===== src/rtl/ram_fifo_ctrl_pkg.sv =====
// Shared constants and types for the RAM-backed byte FIFO controller.
// Level width covers DEPTH words in RAM plus the read pipeline.
package ram_fifo_pkg;

    localparam int AW_DEF   = 12;
    localparam int DW_DEF   = 8;
    localparam int OB_DEPTH = 2;

    typedef enum logic [1:0] {
        OB_EMPTY = 2'd0,
        OB_ONE   = 2'd1,
        OB_TWO   = 2'd2
    } ob_state_e;

    function automatic int lvl_w(input int aw);
        return aw + 2;
    endfunction

endpackage


===== src/rtl/ram_fifo_ctrl_if.sv =====
// Upstream/downstream valid-ready byte stream bundle.
// slave = the FIFO, master = producer/consumer side.
interface ram_fifo_ctrl_if #(
    parameter int DW = ram_fifo_pkg::DW_DEF
);

    logic          in_valid;
    logic [DW-1:0] in_data;
    logic          in_ready;
    logic          out_valid;
    logic [DW-1:0] out_data;
    logic          out_ready;

    modport slave (
        input  in_valid,
        input  in_data,
        input  out_ready,
        output in_ready,
        output out_valid,
        output out_data
    );

    modport master (
        output in_valid,
        output in_data,
        output out_ready,
        input  in_ready,
        input  out_valid,
        input  out_data
    );

endinterface


===== src/rtl/ram_fifo_ctrl_out_buf.sv =====
// Two-entry registered output buffer that absorbs the RAM read latency.
// Head entry drives out_data; second entry only fills while head is held.
module fifo_out_buf
    import ram_fifo_pkg::*;
#(
    parameter int DW = DW_DEF
) (
    input  logic          clk,
    input  logic          rst_n,
    input  logic          flush_i,
    input  logic          load_i,
    input  logic [DW-1:0] load_data_i,
    input  logic          pop_i,
    output logic [1:0]    ob_cnt_o,
    output logic          out_valid_o,
    output logic [DW-1:0] out_data_o
);

    ob_state_e     st_q;
    logic [DW-1:0] head_q;
    logic [DW-1:0] tail_q;
    logic          vld_q;

    always_ff @(posedge clk or negedge rst_n) begin
        if (!rst_n) begin
            st_q   <= OB_EMPTY;
            head_q <= '0;
            tail_q <= '0;
            vld_q  <= 1'b0;
        end else if (flush_i) begin
            st_q  <= OB_EMPTY;
            vld_q <= 1'b0;
        end else begin
            unique case (st_q)
                OB_EMPTY: begin
                    if (load_i) begin
                        head_q <= load_data_i;
                        st_q   <= OB_ONE;
                        vld_q  <= 1'b1;
                    end
                end
                OB_ONE: begin
                    if (load_i && pop_i) begin
                        head_q <= load_data_i;
                    end else if (load_i) begin
                        tail_q <= load_data_i;
                        st_q   <= OB_TWO;
                    end else if (pop_i) begin
                        st_q  <= OB_EMPTY;
                        vld_q <= 1'b0;
                    end
                end
                OB_TWO: begin
                    // issue logic never loads a full buffer without a pop
                    if (pop_i) begin
                        head_q <= tail_q;
                        if (load_i) begin
                            tail_q <= load_data_i;
                        end else begin
                            st_q <= OB_ONE;
                        end
                    end
                end
                default: begin
                    st_q  <= OB_EMPTY;
                    vld_q <= 1'b0;
                end
            endcase
        end
    end

    assign ob_cnt_o    = st_q;
    assign out_valid_o = vld_q;
    assign out_data_o  = head_q;

endmodule


===== src/rtl/ram_fifo_ctrl.sv =====
// Circular FIFO sequencer for a single-clock 2^AW x DW RAM with 1-cycle read.
// Owns RAM pins, pointers and read issue; output buffering is in fifo_out_buf.
module ram_fifo_ctrl
    import ram_fifo_pkg::*;
#(
    parameter int AW = AW_DEF,
    parameter int DW = DW_DEF
) (
    input  logic                  clk,
    input  logic                  rst_n,
    input  logic                  flush,
    ram_fifo_ctrl_if.slave        bus,
    output logic [lvl_w(AW)-1:0]  level,
    output logic                  ram_we,
    output logic [DW-1:0]         ram_d,
    output logic [AW-1:0]         ram_waddr,
    output logic [AW-1:0]         ram_raddr,
    input  logic [DW-1:0]         ram_q
);

    localparam int            LW    = lvl_w(AW);
    localparam logic [AW:0]   DEPTH = {1'b1, {AW{1'b0}}};

    logic [AW-1:0] wptr_q, wptr_d;
    logic [AW-1:0] rptr_q, rptr_d;
    logic [AW:0]   cnt_q, cnt_d;
    logic          infl_q, infl_d;
    logic          push, pop, rd;
    logic [1:0]    ob_cnt;
    logic [2:0]    occ;

    assign bus.in_ready = (cnt_q != DEPTH) & ~flush;
    assign push = bus.in_valid & bus.in_ready;
    assign pop  = bus.out_valid & bus.out_ready & ~flush;

    // words already headed for the buffer, counting a slot freed by this pop
    assign occ = {1'b0, ob_cnt} + {2'b0, infl_q};
    assign rd  = (cnt_q != '0) & ~flush & (occ < (3'd2 + {2'b0, pop}));

    always_comb begin
        wptr_d = wptr_q + {{(AW-1){1'b0}}, push};
        rptr_d = rptr_q + {{(AW-1){1'b0}}, rd};
        cnt_d  = cnt_q + {{AW{1'b0}}, push} - {{AW{1'b0}}, rd};
        infl_d = rd;
        if (flush) begin
            wptr_d = '0;
            rptr_d = '0;
            cnt_d  = '0;
            infl_d = 1'b0;
        end
    end

    always_ff @(posedge clk or negedge rst_n) begin
        if (!rst_n) begin
            wptr_q <= '0;
            rptr_q <= '0;
            cnt_q  <= '0;
            infl_q <= 1'b0;
        end else begin
            wptr_q <= wptr_d;
            rptr_q <= rptr_d;
            cnt_q  <= cnt_d;
            infl_q <= infl_d;
        end
    end

    fifo_out_buf #(
        .DW (DW)
    ) u_ob (
        .clk         (clk),
        .rst_n       (rst_n),
        .flush_i     (flush),
        .load_i      (infl_q),
        .load_data_i (ram_q),
        .pop_i       (pop),
        .ob_cnt_o    (ob_cnt),
        .out_valid_o (bus.out_valid),
        .out_data_o  (bus.out_data)
    );

    assign ram_we    = push & rst_n;
    assign ram_d     = bus.in_data;
    assign ram_waddr = wptr_q;
    assign ram_raddr = rptr_q;

    assign level = LW'(cnt_q) + LW'(infl_q) + LW'(ob_cnt);

endmodule


===== src/flat_wrapper.sv =====
// flat-port wrapper written by rule: the top's interface ports become plain ports
module ram_fifo_ctrl_flat import ram_fifo_pkg::*;
#(
    parameter int AW = AW_DEF,
    parameter int DW = DW_DEF
)
  (clk, rst_n, flush, level, ram_we, ram_d, ram_waddr, ram_raddr, ram_q, bus_in_valid, bus_in_data, bus_out_ready, bus_in_ready, bus_out_valid, bus_out_data);
  ram_fifo_ctrl_if #(.DW(DW)) bus_i ();
  input  logic clk;
  input  logic rst_n;
  input  logic flush;
  output logic [lvl_w(AW)-1:0] level;
  output logic ram_we;
  output logic [DW-1:0] ram_d;
  output logic [AW-1:0] ram_waddr;
  output logic [AW-1:0] ram_raddr;
  input  logic [DW-1:0] ram_q;
  input wire logic [$bits(bus_i.in_valid)-1:0] bus_in_valid;
  input wire logic [$bits(bus_i.in_data)-1:0] bus_in_data;
  input wire logic [$bits(bus_i.out_ready)-1:0] bus_out_ready;
  output wire logic [$bits(bus_i.in_ready)-1:0] bus_in_ready;
  output wire logic [$bits(bus_i.out_valid)-1:0] bus_out_valid;
  output wire logic [$bits(bus_i.out_data)-1:0] bus_out_data;
  assign bus_i.in_valid = bus_in_valid;
  assign bus_i.in_data = bus_in_data;
  assign bus_i.out_ready = bus_out_ready;
  assign bus_in_ready = bus_i.in_ready;
  assign bus_out_valid = bus_i.out_valid;
  assign bus_out_data = bus_i.out_data;
  ram_fifo_ctrl #(.AW(AW), .DW(DW)) u_core (.clk(clk), .rst_n(rst_n), .flush(flush), .bus(bus_i), .level(level), .ram_we(ram_we), .ram_d(ram_d), .ram_waddr(ram_waddr), .ram_raddr(ram_raddr), .ram_q(ram_q));
endmodule

===== config.mk =====
export PLATFORM = sky130hd
export DESIGN_NAME = ram_fifo_ctrl_flat
export DESIGN_NICKNAME = d
export VERILOG_FILES = /design/src/rtl/ram_fifo_ctrl_pkg.sv /design/src/rtl/ram_fifo_ctrl_if.sv /design/src/rtl/ram_fifo_ctrl_out_buf.sv /design/src/rtl/ram_fifo_ctrl.sv /design/src/flat_wrapper.sv
export SDC_FILE = /design/constraint.sdc
export NUM_CORES = 1
export LEC_CHECK = 0
export CORE_MARGIN = 2
export CORE_UTILIZATION = 40
export DETAILED_ROUTE_END_ITERATION = 12
export HOLD_SLACK_MARGIN = 0.15
export PLACE_DENSITY = 0.65
export SYNTH_ARGS = -nofsm -noshare
export SYNTH_HDL_FRONTEND = slang
export SYNTH_SLANG_ARGS = --single-unit

===== constraint.sdc =====
create_clock -name clk -period 3.8 [get_ports clk]
set_input_delay 0.57 -clock clk [delete_from_list [all_inputs] [get_ports clk]]
set_output_delay 0.57 -clock clk [all_outputs]
set_load 0.02 [all_outputs]

==> out/metrics.cfg <==
[finish]
nFillCells = 820
regArea_um2 = 1430
layout-drive-gt1-share = 0.122
nets = 482
layout_common_cells = 60 x clkdlybuf4s50_1, 57 x dfrtp_1, 41 x nor2_1, 35 x ha_1
antenna_cells = 0
multi_input_area_um2 = 2020
final_common_cell = clkdlybuf4s50_1
area_growth_pct = 24.2

[sta]
maxSlewViolCount = 0
worstMarginPinSlew_ns = 0.731
rsz0062_at_grt = no
clock_skew_ns = 0.00516
post-route-period-util = 0.919
setup-violations-final = 0
fmax_ghz = 0.286
hold_viol_final = 0
hold_ws_ns = 0.401
timing.setup.tns_ns = 0
period_needed_ns = 3.49
slew_headroom = 0.513

[placed_design]
hpwl_um = 5620
gp_congestion = 0.898
io_buffers = 61

[floorplanning]
die_y_um = 99.3
core_area_um2 = 8760
row_count = 34
ios = 78
start_util = 0.414
die_w_um = 99.3
die_area_um2 = 9850

[yosys]
ys_warn_count = 0
syn_area_um2 = 3630
synthesis.nets = 418
ys_seq_area_frac = 0.393
synth_edf_count = 0
synth.avg_cell_area_um2 = 10.1
synthCells = 359
async_flop_share = 1.00
ys.flop_type = dfrtp_1
synth_cell_types = 47
yosys_register_bits = 57

[grt]
grt_max_degree = 58
grt_remaining_overflow = 0
grt_pass1_wl_um = 13400
grt_use_total = 0.169
antenna_found_initial = 1
grt_pass1_vias = 2750

[worst_setup_path]
r2r_start = u_core.cnt_q[6]
reg2reg_depth = 15
startpoint_type = flip-flop
arrival_ns = 3.71
reg2reg_to = u_core.cnt_q[10]
cp_max_fo = 4
critical_path_required_ns = 4.02
end_kind = flip-flop
critPathKind = flip-flop to flip-flop
r2r_slack_ns = 0.31

[route]
drt_pre_antenna_iters = 4
wl_per_cell_um = 14.7
drtIter0Drc = 106
vias = 2702
avgViaCountPerCell = 5.05
wirelength_um = 7860
antenna_left = 0
drc = 0

[power_and_ir_drop]
p_leak_uw = 0.00199
powerDensity_nw_per_um2 = 759
ir_worst_vdd_mv = 0.352

[clock_tree]
cts_hold_buf = 0
htree_levels = 3
cts_resized = 0
cts_root_buffer = clkbuf_8
cts_tree = yes
clock_path_buffers = 2
cts.clk_slew.worst_paths_ns = 0.06
cts_made_buffers = 9
cts_sinks = 57
post_cts_buffers = 0
worst_skew_pair.late_latency_ns = 0.33

[flow_run]
cap_violations = 0

[worst_hold_path]
min-delay-path-class = primary input to asynchronous set/reset pin

[outcome]
run_status = completed

## kinds of logic after synthesis
kind of cell    after synthesis  share of synthesized area
simple gates                115                      0.157
buf+inv                      39                     0.0510
compound gates               47                     0.0834
flops                        57                      0.393
mux                          26                     0.0889
fa+ha+maj                    38                      0.137
xor+xnor                     37                     0.0893
## layout make-up
type | count | share of cell area
well taps | 108 | 0.0300
clock inverters | 2 | 0.00277
flip-flops and latches | 57 | 0.316
repair buffers | 68 | 0.146
inverters | 24 | 0.0200
clock buffers | 13 | 0.0375
multi-input cells | 263 | 0.448
## how the worst max path moves through the flow
stage	from	end	slack (ns)	depth (start not counted)
4_1_cts	u_core.u_ob.ob_cnt_o[0]	level[12]	0.26	8
3_5_place_dp	bus_out_ready	u_core.cnt_q[10]	0.004	14
5_1_grt	u_core.cnt_q[8]	u_core.cnt_q[10]	0.01	15
2_1_floorplan	u_core.infl_q	u_core.cnt_q[8]	0.57	14
3_3_place_gp	bus_out_ready	u_core.cnt_q[8]	0.12	14
6_report	u_core.cnt_q[6]	u_core.cnt_q[10]	0.31	15
## cell usage after synthesis (4+ instances only)
library cell | instances | area [um2]
a21oi_1 | 15 | 75.1
nor2b_1 | 9 | 56.3
or3_1 | 4 | 25.0
nor2_1 | 41 | 154
xnor2_1 | 24 | 210
mux2_2 | 18 | 203
inv_1 | 24 | 90.1
ha_1 | 35 | 438
nand3_1 | 19 | 95.1
xor2_1 | 13 | 114
mux2_4 | 8 | 120
dfrtp_1 | 57 | 1430
nand4_1 | 4 | 25.0
nand2_1 | 15 | 56.3
o21bai_1 | 4 | 30.0
o21ai_0 | 8 | 40.0
buf_4 | 8 | 60.1
## through the flow
| step | area, um2 | std cells | total power, uW | setup WS [ns] | util |
|---|---|---|---|---|---|
| 6_report | 4510 | 535 | 3420 | 0.309 | 0.515 |
| 4_1_cts | 4510 | 535 | 3450 | 0.259 | 0.515 |
| 5_1_grt | 4510 | 535 | 3710 | 0.0113 | 0.515 |
| 3_5_place_dp | 4330 | 520 | 2900 | 0.00381 | 0.494 |
| 3_3_place_gp | 4330 | 520 | 2890 | 0.116 | 0.494 |
| 2_1_floorplan | 3630 | 359 | 2290 | 0.572 | - |
## report_power, final
| group | internal, uW | total, uW | switching (uW) | leakage [uW] |
|---|---|---|---|---|
| Clock | 286 | 523 | 238 | 0.0000915 |
| Combinational | 961 | 1940 | 982 | 0.00116 |
| Sequential | 783 | 958 | 175 | 0.000744 |
## routing by layer
metal  wire length [um]  track usage
met1               3810        0.230
met2               3630        0.267
met3                378       0.0471
met4                 28       0.0421
met5                 13            0
## sequential cells by signal, summed over array words and instances, names as in the netlist
signal and count:
u_core.u_ob.out_valid_o 1, u_core.ram_waddr 12, u_core.u_ob.out_data_o 8, u_core.cnt_q 13, u_core.u_ob.ob_cnt_o 2, u_core.ram_raddr 12
u_core.u_ob.tail_q 8, u_core.infl_q 1
## critical path, stage by stage (launching register included)
cell and delay, ns:
dfrtp_1 0.45, inv_1 0.13, ha_1 0.22, nand4_1 0.10
nor4b_1 0.07, a2111oi_0 0.61, ha_1 0.35, inv_1 0.06
ha_1 0.16, inv_1 0.06, fa_1 0.37, nor2b_1 0.16
o21ai_1 0.08, nand4_1 0.17, a211oi_1 0.12, mux2_2 0.28
No activity file was read; power rests on OpenSTA's default activity.
